**src/rtl/iomem_debug_pkg.sv**
```systemverilog
// Shared types and constants for the iomem debug master: FSM state encoding,
// command opcodes and single-byte reply codes.
package iomem_debug_pkg;

  typedef enum logic [2:0] {
    IDLE = 3'd0,
    ADDR = 3'd1,
    DATA = 3'd2,
    BUS  = 3'd3,
    RESP = 3'd4
  } state_t;

  localparam logic [7:0] CMD_WRITE = 8'h57;  // 'W'
  localparam logic [7:0] CMD_READ  = 8'h52;  // 'R'

  localparam logic [7:0] RSP_OK    = 8'h4B;  // 'K'
  localparam logic [7:0] RSP_ERR   = 8'h45;  // 'E'
  localparam logic [7:0] RSP_UNK   = 8'h3F;  // '?'

endpackage

```
**src/rtl/iomem_debug_txq.sv**
```systemverilog
// Reply queue: holds up to 4 reply bytes, presents them LSB first on the
// tx_valid/tx_ready handshake. Loaded in parallel with 1 or 4 bytes only
// while empty. 'done' pulses in the cycle the last byte is accepted.
module iomem_debug_txq (
  input  logic        clk,
  input  logic        reset,
  input  logic        load,
  input  logic        load_four,
  input  logic [31:0] load_data,
  input  logic        tx_ready,
  output logic        tx_valid,
  output logic [7:0]  tx_data,
  output logic        done
);

  logic [23:0] shift_r;  // bytes still waiting behind tx_data
  logic [1:0]  left_r;   // number of bytes in shift_r

  assign done = tx_valid && tx_ready && (left_r == 2'd0);

  // Load a reply, then advance one byte per accepted handshake.
  always_ff @(posedge clk) begin
    if (reset) begin
      tx_valid <= 1'b0;
      tx_data  <= 8'h00;
      shift_r  <= 24'h000000;
      left_r   <= 2'd0;
    end else if (load) begin
      tx_valid <= 1'b1;
      tx_data  <= load_data[7:0];
      shift_r  <= load_data[31:8];
      left_r   <= load_four ? 2'd3 : 2'd0;
    end else if (tx_valid && tx_ready) begin
      if (left_r != 2'd0) begin
        tx_data <= shift_r[7:0];
        shift_r <= {8'h00, shift_r[23:8]};
        left_r  <= left_r - 2'd1;
      end else begin
        tx_valid <= 1'b0;
        tx_data  <= 8'h00;
      end
    end
  end

endmodule

```
**src/rtl/iomem_debug_master.sv**
```systemverilog
// Byte-command iomem bus initiator for bring-up: parses 'W'/'R' frames from
// a UART receiver, runs one 32-bit iomem transfer, and queues the reply.
// Optional feature macro: IOMEM_DEBUG_TIMEOUT_EN aborts a bus transfer that
// has waited TIMEOUT_CYCLES cycles and replies 'E'.
module iomem_debug_master
  import iomem_debug_pkg::*;
#(
  parameter int TIMEOUT_CYCLES = 256
) (
  input  logic        clk,
  input  logic        reset,
  input  logic        rx_valid,
  input  logic [7:0]  rx_data,
  output logic        tx_valid,
  output logic [7:0]  tx_data,
  input  logic        tx_ready,
  output logic        iomem_valid,
  input  logic        iomem_ready,
  output logic [3:0]  iomem_wstrb,
  output logic [31:0] iomem_addr,
  output logic [31:0] iomem_wdata,
  input  logic [31:0] iomem_rdata,
  output logic        busy
);

  state_t      state_r;
  logic [1:0]  cnt_r;
  logic        is_write_r;
  logic        txq_load_s;
  logic        txq_four_s;
  logic [31:0] txq_data_s;
  logic        txq_done_s;

`ifdef IOMEM_DEBUG_TIMEOUT_EN
  localparam logic [15:0] WAIT_LAST = 16'(TIMEOUT_CYCLES - 1);
  logic [15:0] wait_r;
`endif

  // Decide when and what to load into the reply queue.
  always_comb begin
    txq_load_s = 1'b0;
    txq_four_s = 1'b0;
    txq_data_s = 32'h00000000;
    case (state_r)
      IDLE: begin
        if (rx_valid && (rx_data != CMD_WRITE) && (rx_data != CMD_READ)) begin
          txq_load_s = 1'b1;
          txq_data_s = {24'h000000, RSP_UNK};
        end else begin
          txq_load_s = 1'b0;
        end
      end
      BUS: begin
        if (iomem_ready) begin
          txq_load_s = 1'b1;
          if (is_write_r) begin
            txq_data_s = {24'h000000, RSP_OK};
          end else begin
            txq_four_s = 1'b1;
            txq_data_s = iomem_rdata;
          end
`ifdef IOMEM_DEBUG_TIMEOUT_EN
        end else if (wait_r == WAIT_LAST) begin
          txq_load_s = 1'b1;
          txq_data_s = {24'h000000, RSP_ERR};
`endif
        end else begin
          txq_load_s = 1'b0;
        end
      end
      default: begin
        txq_load_s = 1'b0;
      end
    endcase
  end

  // Frame parser and bus FSM with registered bus outputs.
  always_ff @(posedge clk) begin
    if (reset) begin
      state_r     <= IDLE;
      cnt_r       <= 2'd0;
      is_write_r  <= 1'b0;
      busy        <= 1'b0;
      iomem_valid <= 1'b0;
      iomem_wstrb <= 4'h0;
      iomem_addr  <= 32'h00000000;
      iomem_wdata <= 32'h00000000;
`ifdef IOMEM_DEBUG_TIMEOUT_EN
      wait_r      <= 16'h0000;
`endif
    end else begin
      case (state_r)
        IDLE: begin
          if (rx_valid) begin
            busy  <= 1'b1;
            cnt_r <= 2'd0;
            if (rx_data == CMD_WRITE) begin
              is_write_r <= 1'b1;
              state_r    <= ADDR;
            end else if (rx_data == CMD_READ) begin
              is_write_r <= 1'b0;
              state_r    <= ADDR;
            end else begin
              state_r    <= RESP;
            end
          end
        end
        ADDR: begin
          if (rx_valid) begin
            cnt_r <= cnt_r + 2'd1;
            if (cnt_r == 2'd3) begin
              // Final byte: word-align, the low two bits are dropped.
              iomem_addr <= {rx_data, iomem_addr[31:10], 2'b00};
              if (is_write_r) begin
                state_r <= DATA;
              end else begin
                state_r     <= BUS;
                iomem_valid <= 1'b1;
                iomem_wstrb <= 4'h0;
`ifdef IOMEM_DEBUG_TIMEOUT_EN
                wait_r      <= 16'h0000;
`endif
              end
            end else begin
              iomem_addr <= {rx_data, iomem_addr[31:8]};
            end
          end
        end
        DATA: begin
          if (rx_valid) begin
            cnt_r       <= cnt_r + 2'd1;
            iomem_wdata <= {rx_data, iomem_wdata[31:8]};
            if (cnt_r == 2'd3) begin
              state_r     <= BUS;
              iomem_valid <= 1'b1;
              iomem_wstrb <= 4'hF;
`ifdef IOMEM_DEBUG_TIMEOUT_EN
              wait_r      <= 16'h0000;
`endif
            end
          end
        end
        BUS: begin
          if (iomem_ready) begin
            iomem_valid <= 1'b0;
            state_r     <= RESP;
`ifdef IOMEM_DEBUG_TIMEOUT_EN
          end else if (wait_r == WAIT_LAST) begin
            iomem_valid <= 1'b0;
            state_r     <= RESP;
          end else begin
            wait_r <= wait_r + 16'd1;
`endif
          end
        end
        RESP: begin
          if (txq_done_s) begin
            state_r <= IDLE;
            busy    <= 1'b0;
          end
        end
        default: begin
          state_r <= IDLE;
        end
      endcase
    end
  end

  iomem_debug_txq u_txq (
    .clk       (clk),
    .reset     (reset),
    .load      (txq_load_s),
    .load_four (txq_four_s),
    .load_data (txq_data_s),
    .tx_ready  (tx_ready),
    .tx_valid  (tx_valid),
    .tx_data   (tx_data),
    .done      (txq_done_s)
  );

endmodule

```
**config.mk**
```make
export PLATFORM = sky130hd
export DESIGN_NAME = iomem_debug_master
export DESIGN_NICKNAME = d
export VERILOG_FILES = /design/src/rtl/iomem_debug_pkg.sv /design/src/rtl/iomem_debug_txq.sv /design/src/rtl/iomem_debug_master.sv
export SDC_FILE = /design/constraint.sdc
export NUM_CORES = 1
export LEC_CHECK = 0
export CAP_MARGIN = 0
export CORE_MARGIN = 5
export CORE_UTILIZATION = 40
export DETAILED_ROUTE_END_ITERATION = 12
export PLACE_DENSITY = 0.67
export SLEW_MARGIN = 20
export SYNTH_ARGS = -nofsm -noshare
export SYNTH_HDL_FRONTEND = slang
export SYNTH_HIERARCHICAL = 1
export SYNTH_SLANG_ARGS = --single-unit
```
**constraint.sdc**
```tcl
create_clock -name clk -period 2.4 [get_ports clk]
set_input_delay 0.36 -clock clk [delete_from_list [all_inputs] [get_ports clk]]
set_output_delay 0.36 -clock clk [all_outputs]
set_load 0.02 [all_outputs]
```
# ---- Word level (Yosys, flattened, before mapping)
# Cells that the tools add are included.
dict set report op_classes {
  add_sub_neg 2
  n_eq_ne 19
  mux 56
  reduce_logical 25
}
# op n
set op_table {}
lappend op_table {{$mux 24} 3}
lappend op_table {{$mux 32} 2}
lappend op_table {{$pmux 32 s2} 1}
lappend op_table {{$mux 3} 9}
lappend op_table {{$mux 8} 3}
lappend op_table {{$mux 4} 5}
lappend op_table {{$mux 1} 19}
lappend op_table {{$ne 2x2->1 const B} 9}
lappend op_table {{$eq 8x7->1 const B} 2}
lappend op_table {{$ne 8x7->1 const B} 2}
lappend op_table {{$pmux 3 s5} 1}
lappend op_table {{$mux 2} 7}
lappend op_table {{$reduce_and 7->1} 2}
lappend op_table {{$reduce_bool 2->1} 7}
lappend op_table {{$reduce_and 3->1} 3}
lappend op_table {{$pmux 4 s2} 1}
lappend op_table {{$reduce_and 2->1} 4}
lappend op_table {{$eq 3x2->1 const B} 2}
lappend op_table {{$mux 6} 1}
lappend op_table {{$reduce_and 6->1} 1}
lappend op_table {{$logic_and 1x1->1} 4}
lappend op_table {{$pmux 1 s2} 2}
lappend op_table {{$pmux 2 s2} 1}
lappend op_table {{$eq 3x1->1 const B} 1}
lappend op_table {{10 further kinds} 10}
dict set report word_totals {
  reg_bits 111
  input_bits 45
  out_inout_bits 79
}

# ---- Longest topological paths before layout
# Gate-level depths: netlist (run 1).
dict set report depth {
  ltp_word 7
  ltp_mapped 9
}

# ---- Hierarchy
# The synthesis (run 1) kept the hierarchy.
# module instances cells_per_inst area_each_um2 seq_area_each_um2
set by_module_without_submodules {}
lappend by_module_without_submodules {iomem_debug_master 1 405 3119.2 1461.4}
lappend by_module_without_submodules {iomem_debug_txq 1 184 1736.7 700.7}

# ---- Worst setup path after synthesis (run 1)
# No wires, ideal clock.
dict set report synth_timing {
  path_type {input to register}
  from {input rx_data[5]}
  to {register u_txq.shift_r[2]}
  t_arrival_ps 1866
  slack_ps 430
  path_stages 6
  path_buffers 1
  cell_sequence {nand4bb_1 o31ai_1 nand2_1 clkbuf_1 nor2b_1 a2111oi_2}
}
dict set report synth_between {
  elab_chain_cells 7
  word_cells_on_any_way 10
  classes_between {2 x eq/ne; 3 x mux; 5 x reduce/logical}
}
# item line_no
set synth_rtl {}
lappend synth_rtl {{from (decl)} iomem_debug_master.sv:13} ;# input logic [7:0] rx_data,
lappend synth_rtl {{$ne 8x7->1} iomem_debug_master.sv:46} ;# if (rx_valid && (rx_data != CMD_WRITE) && (rx_data != CMD_READ)) begin
lappend synth_rtl {{$logic_and 1x1->1} iomem_debug_master.sv:46}
lappend synth_rtl {{$logic_and 1x1->1 (*)} iomem_debug_master.sv:46}
lappend synth_rtl {{$mux 1 (*)} iomem_debug_master.sv:46}
lappend synth_rtl {{$pmux 1 s2 (*)} iomem_debug_master.sv:44} ;# case (state_r)
lappend synth_rtl {{named net txq_load_s} iomem_debug_master.sv:29} ;# logic txq_load_s;
lappend synth_rtl {{$reduce_bool 2->1 (no line)} --}
lappend synth_rtl {{$reduce_and 2->1 (no line)} --}
lappend synth_rtl {{to (signal assigned)} iomem_debug_txq.sv:31} ;# shift_r <= load_data[31:8];
lappend synth_rtl {{to (signal assigned)} iomem_debug_txq.sv:36} ;# shift_r <= {8'h00, shift_r[23:8]};
lappend synth_rtl {{to (decl)} iomem_debug_txq.sv:16} ;# logic [23:0] shift_r;
# Mark *: on every way through the listed nets, which the timed path passes. The rest lies on a longest branch.
# A chain may end at the register's enable or synchronous reset.

# ---- Worst setup path after layout (run 1)
dict set report layout_timing {
  from {input rx_data[5]}
  to {register u_txq.shift_r[4]}
}
# The elaborated chain is that of the path after synthesis.

==> summary.txt, run 1 <==
First-pass GRT wire length -> 21100 um
Max Cap Viol -> 0
Crit Path Class -> input pin to flop
R2R Setup Slk -> 0.51 ns
Final hold violation count -> 0
Clock Skew -> 0.00647 ns
Req. time, crit path -> 2.64 ns
Worst-path fanout max -> 61
Mapped Cells -> 589
Clock Latency Late Sink -> 0.35 ns
Power Density -> 568 nW/um2
Row cnt -> 40
I/O Buffers -> 123
Core Box Area -> 12000 um2
Initial antenna violation count -> 0
Root Driver -> clkbuf_16
Syn Area/Cell -> 8.24 um2
Final Setup Violations -> 0
Placed insts -> 825
Worst setup EP type -> flop
CTS Buf Count -> 9
CP arrival -> 2.29 ns
Hold Path Sink -> iomem_addr[7]$_SDFFE_PP0P_
Post-synth net total -> 636
Slew Limit Headroom -> 0.667
TritonCTS clock tree -> built
Max stage delay cell, worst path -> clkdlybuf4s50_1
Avg WL per Cell -> 15.2 um
CP peak stage delay -> 0.44 ns
GP Congestion -> 0.817
Clock tree sinks -> 108
Post-synth cell types -> 49
Hold/Removal Path Class -> flop to flop
I/O Pins -> 124
Largest net degree at the start of global routing -> 66
Top post-synthesis cells by area -> dfxtp_1 (45%), nand2_1 (11%), a21oi_1 (8.1%), a2111oi_2 (4.9%), and2_1 (3.5%)
Vias -> 4395
Post-synthesis sequential area ratio -> 0.445
Layout area overhead -> 34.3%
CTS resizes -> 0
RSZ-0062 raised after global routing -> no
Yosys top cell by area -> dfxtp_1
Tot GR Track Use -> 0.176
Peak Freq -> 489 MHz
# DRC -> 0
Status -> complete, no violations
Fillers -> 1110
Fin crit period -> 2.04 ns
Hold Path Depth -> 2
Max Slew Vio Count -> 0
1st-pass router iterations -> 4
Die ar. -> 14400 um2
EDFF count, synth -> 0
Via/cell ratio -> 5.23
H-tree Lvls -> 3
Clk slew on worst S/H paths -> 0.08 ns
Synthesized flop and latch total -> 108
Post-DP HPWL -> 8880 um
Yosys warnings -> 6
Setup TNS -> 0 ns
Total grt overflow -> 0
Lkg Pwr -> 2.24 nW
Chip width -> 120 um
Fin crit share -> 0.851
Reg2Reg Launch Point -> state_r[2]$_SDFFE_PP0P_
Iter 0 DRT Violations -> 202
Worst R2R Path Depth -> 6
Die height -> 120 um
Clock Tree Buf Depth -> 2
Min-delay src -> iomem_addr[7]$_SDFFE_PP0P_
Top cell type's share of synthesized area -> 0.445
Top FF cell, synth -> dfxtp_1
Setup bufs post-CTS -> 0
Least-Margin Pin Slew -> 0.500 ns
RR Endpoint -> u_txq/shift_r[12]$_SDFFE_PP0P_
Starting Density -> 0.406
Crit-path cells -> clkdlybuf4s50_1 > nand4bb_1 > o31ai_1 > nand2_2 > buf_12 > nor2b_1 > a2111oi_2
Peak supply drop -> 0.345 mV
Layout Nets -> 736
Hold_buf cts -> 0
Final ANT Viol Nets -> 0
Share of layout cells above drive strength 1 -> 0.0922
FFs w/ async S/R, synth -> 0
Routed WL -> 12800 um
Vias in the first global route -> 4325
Non-filler instance count after layout -> 841
Antenna Cells -> 0
CP startpoint kind -> input pin
Synth Cell Area -> 4860 um2
## layout by cell type (no fill, tap or decap), types with 3 or more instances in the layout
cell / netlist / routed
a2111oi_2: 16 / 16
a211oi_1: 9 / 9
a21bo_2: 4 / 4
a21oi_1: 79 / 79
and2_1: 27 / 27
and3b_1: 3 / 3
and4b_1: 10 / 10
buf_12: 1 / 4
buf_4: 3 / 19
clkbuf_16: 0 / 9
clkdlybuf4s50_1: 0 / 122
clkinvlp_4: 0 / 3
dfxtp_1: 108 / 108
inv_1: 8 / 8
nand2_1: 141 / 140
nand3_1: 4 / 4
nand3b_1: 9 / 9
nor2_1: 19 / 19
nor2b_1: 25 / 25
nor3_1: 25 / 25
o21ai_0: 7 / 7
or4_1: 3 / 3
## area by class of cell
| type | count | area [um2] | share of cell area |
|---|---|---|---|
| multi-input combinational | 417 | 2410 | 0.370 |
| clock buffer | 9 | 225 | 0.0345 |
| timing repair buffer | 145 | 1440 | 0.221 |
| inverter | 8 | 30.0 | 0.00461 |
| sequential | 108 | 2160 | 0.332 |
| clock inverter | 7 | 60.1 | 0.00921 |
| tap | 147 | 184 | 0.0282 |
## worst max-delay path: cells and delay by family
kind / cells / cell delay (ns)
simple gates: 3 / 0.56
compound gates: 2 / 0.71
buf+inv: 2 / 0.64
## worst max path at each step
stage	cells after the start	slack, ns	start	end
2_1_floorplan	6	0.43	rx_data[5]	u_txq/shift_r[2]$_SDFFE_PP0P_
3_3_place_gp	7	0.08	rx_data[5]	u_txq/shift_r[4]$_SDFFE_PP0P_
3_5_place_dp	7	-0.005	rx_data[5]	u_txq/shift_r[4]$_SDFFE_PP0P_
4_1_cts	7	0.38	rx_data[5]	u_txq/shift_r[4]$_SDFFE_PP0P_
5_1_grt	7	0.19	rx_data[5]	u_txq/shift_r[5]$_SDFFE_PP0P_
6_report	7	0.36	rx_data[5]	u_txq/shift_r[4]$_SDFFE_PP0P_
## Yosys cell counts (2+ instances only)
cell	instances
buf_1	2
and3_1	2
nor3b_1	2
nand4bb_1	2
a31oi_1	2
nor2b_1	25
and4b_1	10
and3b_1	3
clkbuf_1	30
nand2_1	141
nand3_1	4
ha_1	2
o21ai_0	7
or4_1	3
a2111oi_2	16
nor4b_1	2
and2_1	27
o41ai_1	2
buf_4	3
a21bo_2	4
a211oi_1	9
nor4bb_1	3
inv_1	8
a21oi_1	79
nor2_1	19
nand3b_1	9
buf_2	17
nor3_1	25
buf_6	3
dfxtp_1	108
nand2b_1	2
## sequential cells by signal (all words and copies together), names as in the netlist
name / count
busy: 1
u_txq/shift_r: 24
cnt_r: 2
iomem_wstrb: 1
iomem_addr: 32
u_txq/tx_data: 8
is_write_r: 1
iomem_wdata: 32
u_txq/left_r: 2
state_r: 3
u_txq/tx_valid: 1
iomem_valid: 1
## report_power, final
part / switching [mW] / leakage, nW / internal [mW]
Combinational: 0.199 / 1.23 / 0.207
Sequential: 0.0295 / 0.875 / 1.83
Clock: 0.712 / 0.131 / 0.721
## logic make-up (layout without fill, tap and decap cells)
| family | after synthesis | after routing | synth area share |
|---|---|---|---|
| AND/OR/NAND/NOR | 284 | 284 | 0.298 |
| AO/OA/AOI/OAI | 128 | 128 | 0.181 |
| multiplexers | 1 | 1 | 0.00206 |
| flip-flops | 108 | 108 | 0.445 |
| adder cells (fa/ha/maj) | 2 | 2 | 0.00515 |
| XOR/XNOR | 2 | 2 | 0.00361 |
| buffers and inverters | 64 | 169 | 0.0642 |
## layer usage
| layer | part of all wire | routed length (um) | global-route usage |
|---|---|---|---|
| met1 | 0.43 | 5570 | 0.221 |
| met2 | 0.46 | 5900 | 0.277 |
| met3 | 0.097 | 1250 | 0.0804 |
| met4 | 0.0081 | 104 | 0.0429 |
| met5 | 0 | 0 | 0 |
## through the flow
| step | utilization | hold slack [ns] | cell area, um2 | worst slack (ns) | power, mW |
|---|---|---|---|---|---|
| global placement | 0.521 | 0.441 | 6230 | 0.0754 | 2.29 |
| global route | 0.545 | 0.471 | 6520 | 0.195 | 3.86 |
| finish | 0.545 | 0.454 | 6520 | 0.357 | 3.70 |
| detailed placement | 0.521 | 0.446 | 6230 | -0.00487 | 2.31 |
| floorplan | - | 0.461 | 4860 | 0.430 | 2.13 |
| CTS | 0.545 | 0.456 | 6520 | 0.378 | 3.76 |
Note: power is estimated with default switching activity, not from simulation.
==> run 2: changes to the inputs <==
- CORE_UTILIZATION: 40 -> 49
- HOLD_SLACK_MARGIN: unset -> 0.02
- PLACE_DENSITY: 0.67 -> 0.8
==> run 2 against run 1 <==
Net effect: register-to-register slack worse by 0.05 ns; critical endpoint is now u_txq/shift_r[7]$_SDFFE_PP0P_; clock skew is 0.0073 ns higher; sequential cell count stayed put; via count is 0.55% higher; sequential share of layout area is 0.52 points higher; critical path depth stayed put; wire length is 4.2% lower; power is 7.7% lower; sequential power hardly changed.
==> summary.txt, run 2 (synthesis results as in run 1) <==
Status -> complete, no violations
Initial antenna violation count -> 0 (unchanged)
Fin util -> 0.660 (+0.115)
Final hold violation count -> 0 (unchanged)
Clock tree sinks -> 108 (unchanged)
Die ar. -> 12000 um2 (-17%)
Iter 0 DRT Violations -> 260 (+29%)
Starting Density -> 0.499 (+0.0931)
Share of layout cells above drive strength 1 -> 0.0935 (+0.00131)
Clock Tree Buf Depth -> 2 (unchanged)
Via/cell ratio -> 5.34 (+2.1%)
Hold_buf cts -> 0 (unchanged)
Clock Skew -> 0.0138 ns (+0.00731 ns)
Least-Margin Pin Slew -> 0.589 ns (+0.0891 ns)
Fin crit share -> 0.851 (about the same)
CP peak stage delay -> 0.43 ns (about the same)
Max Slew Vio Count -> 0 (unchanged)
Lkg Pwr -> 2.21 nW (-1.2%)
CTS Buf Count -> 9 (unchanged)
Tot GR Track Use -> 0.214 (+0.0374)
Chip width -> 110 um (-8.8%)
I/O Buffers -> 123 (unchanged)
Worst Path Buf+Inv -> 2 (unchanged)
Post-layout power -> 3.41 mW (-7.7%)
Crit-path cells -> clkdlybuf4s50_1 > nand4bb_1 > o31ai_1 > nand2_2 > buf_12 > nor2b_1 > a2111oi_2
Antenna Cells -> 0 (unchanged)
NetSw -> 855 uW (-9.0%)
Slew Limit Headroom -> 0.607 (-0.0594)
TritonCTS clock tree -> built
Switching share of power -> 0.251 (-0.00357)
Crit Path Class -> input pin to flop
Vias in the first global route -> 4312 (-0.30%)
Worst-path fanout max -> 57 (-6.6%)
Peak supply drop -> 0.311 mV (-10%)
Clock Latency Late Sink -> 0.37 ns (+0.02 ns)
Commonest non-fill, non-tap cell in the layout -> nand2_1
Row cnt -> 36 (-10%)
Top delay family on crit path -> compound AO/OA/AOI/OAI gates
Req. time, crit path -> 2.66 ns (+0.02 ns)
Avg WL per Cell -> 14.8 um (-2.7%)
Layout Nets -> 737 (+0.14%)
Vias -> 4419 (+0.55%)
Final ANT Viol Nets -> 0 (unchanged)
Layout area overhead -> 32.2%
I/O Pins -> 124 (unchanged)
Setup bufs post-CTS -> 0 (unchanged)
1st-pass router iterations -> 5 (+1)
CP startpoint kind -> input pin
CP arrival -> 2.30 ns (about the same)
First-pass GRT wire length -> 20600 um (-2.3%)
Largest registers -> iomem_addr: 32 flops, iomem_wdata: 32 flops, u_txq/shift_r: 24 flops
Internal power -> 2.56 mW (-7.3%)
Worst setup EP type -> flop
Max Cap Viol -> 0 (unchanged)
Largest net degree at the start of global routing -> 58 (-12%)
Setup TNS -> 0 ns (unchanged)
Total grt overflow -> 0 (unchanged)
Core Box Area -> 9730 um2 (-19%)
Peak Freq -> 490 MHz (about the same)
Final Setup Violations -> 0 (unchanged)
Most frequent cells in the layout -> nand2_1 (140), clkdlybuf4s50_1 (122), dfxtp_1 (108), a21oi_1 (79), and2_1 (27)
# DRC -> 0 (unchanged)
H-tree Lvls -> 3 (unchanged)
GP Congestion -> 0.870 (+6.5%)
Post-DP HPWL -> 8610 um (-3.0%)
Root Driver -> clkbuf_8
Power Density -> 532 nW/um2 (-6.3%)
Comb pwr share -> 0.119 (+0.009)
Clk pwr share -> 0.336 (-0.051)
Die height -> 110 um (-8.8%)
Flop pwr share -> 0.545 (+0.042)
Fin crit period -> 2.04 ns (-0.000317 ns)
RSZ-0062 raised after global routing -> no
Clk slew on worst S/H paths -> 0.10 ns (+0.02 ns)
Routed WL -> 12300 um (-4.2%)
CTS resizes -> 0 (unchanged)
Hold WS -> 0.460 ns (+0.00552 ns)
Hold/Removal Path Class -> flop to flop
Max stage delay cell, worst path -> clkdlybuf4s50_1
run 2: path summary, 6_finish.rpt:
kind	start	to	slack, ns	cells after the start
worst min register to register	iomem_wdata[1]$_SDFFE_PP0P_	iomem_wdata[1]$_SDFFE_PP0P_	0.46	2
worst max-delay path	rx_data[5]	u_txq/shift_r[7]$_SDFFE_PP0P_	0.36	7
worst max register to register	state_r[2]$_SDFFE_PP0P_	u_txq/shift_r[14]$_SDFFE_PP0P_	0.46	7
worst min-delay path	iomem_wdata[1]$_SDFFE_PP0P_	iomem_wdata[1]$_SDFFE_PP0P_	0.46	2
run 2: power groups by stage:
stage               Clock, mW  Combinational (mW)  Sequential (mW)
floorplan                   0               0.226             1.91
global placement            0               0.392             1.90
detailed placement          0               0.406             1.90
CTS                      1.18               0.407             1.86
global route             1.26               0.444             1.87
finish                   1.15               0.407             1.86
run 2: worst reg2reg max path, stage by stage (launching register included):
cell	delay (ns)
dfxtp_1	0.36
buf_4	0.20
nor4b_1	0.26
o31ai_1	0.17
nand2_2	0.12
buf_12	0.22
nor2_1	0.16
a2111oi_2	0.35
run 2: routing by layer:
layer	global-route usage	part of all wire
met5	0	0
met4	0.0579	0.017
met3	0.0828	0.086
met2	0.347	0.47
met1	0.266	0.43
run 2: final cells by class:
type,count,area [um2]
clock buffers,10,138
clock inverters,6,68.8
fillers,810,3310
inverters,8,30.0
multi-input cells,417,2410
flip-flops and latches,108,2160
well taps,133,166
repair buffers,146,1440
run 2: through the flow:
step	cells	cell area [um2]	worst slack, ns
after floorplan	589	4860	0.430
after global placement	812	6210	0.0731
after detailed placement	812	6210	-0.0103
after CTS	828	6420	0.375
after global routing	828	6420	0.201
final	828	6420	0.357
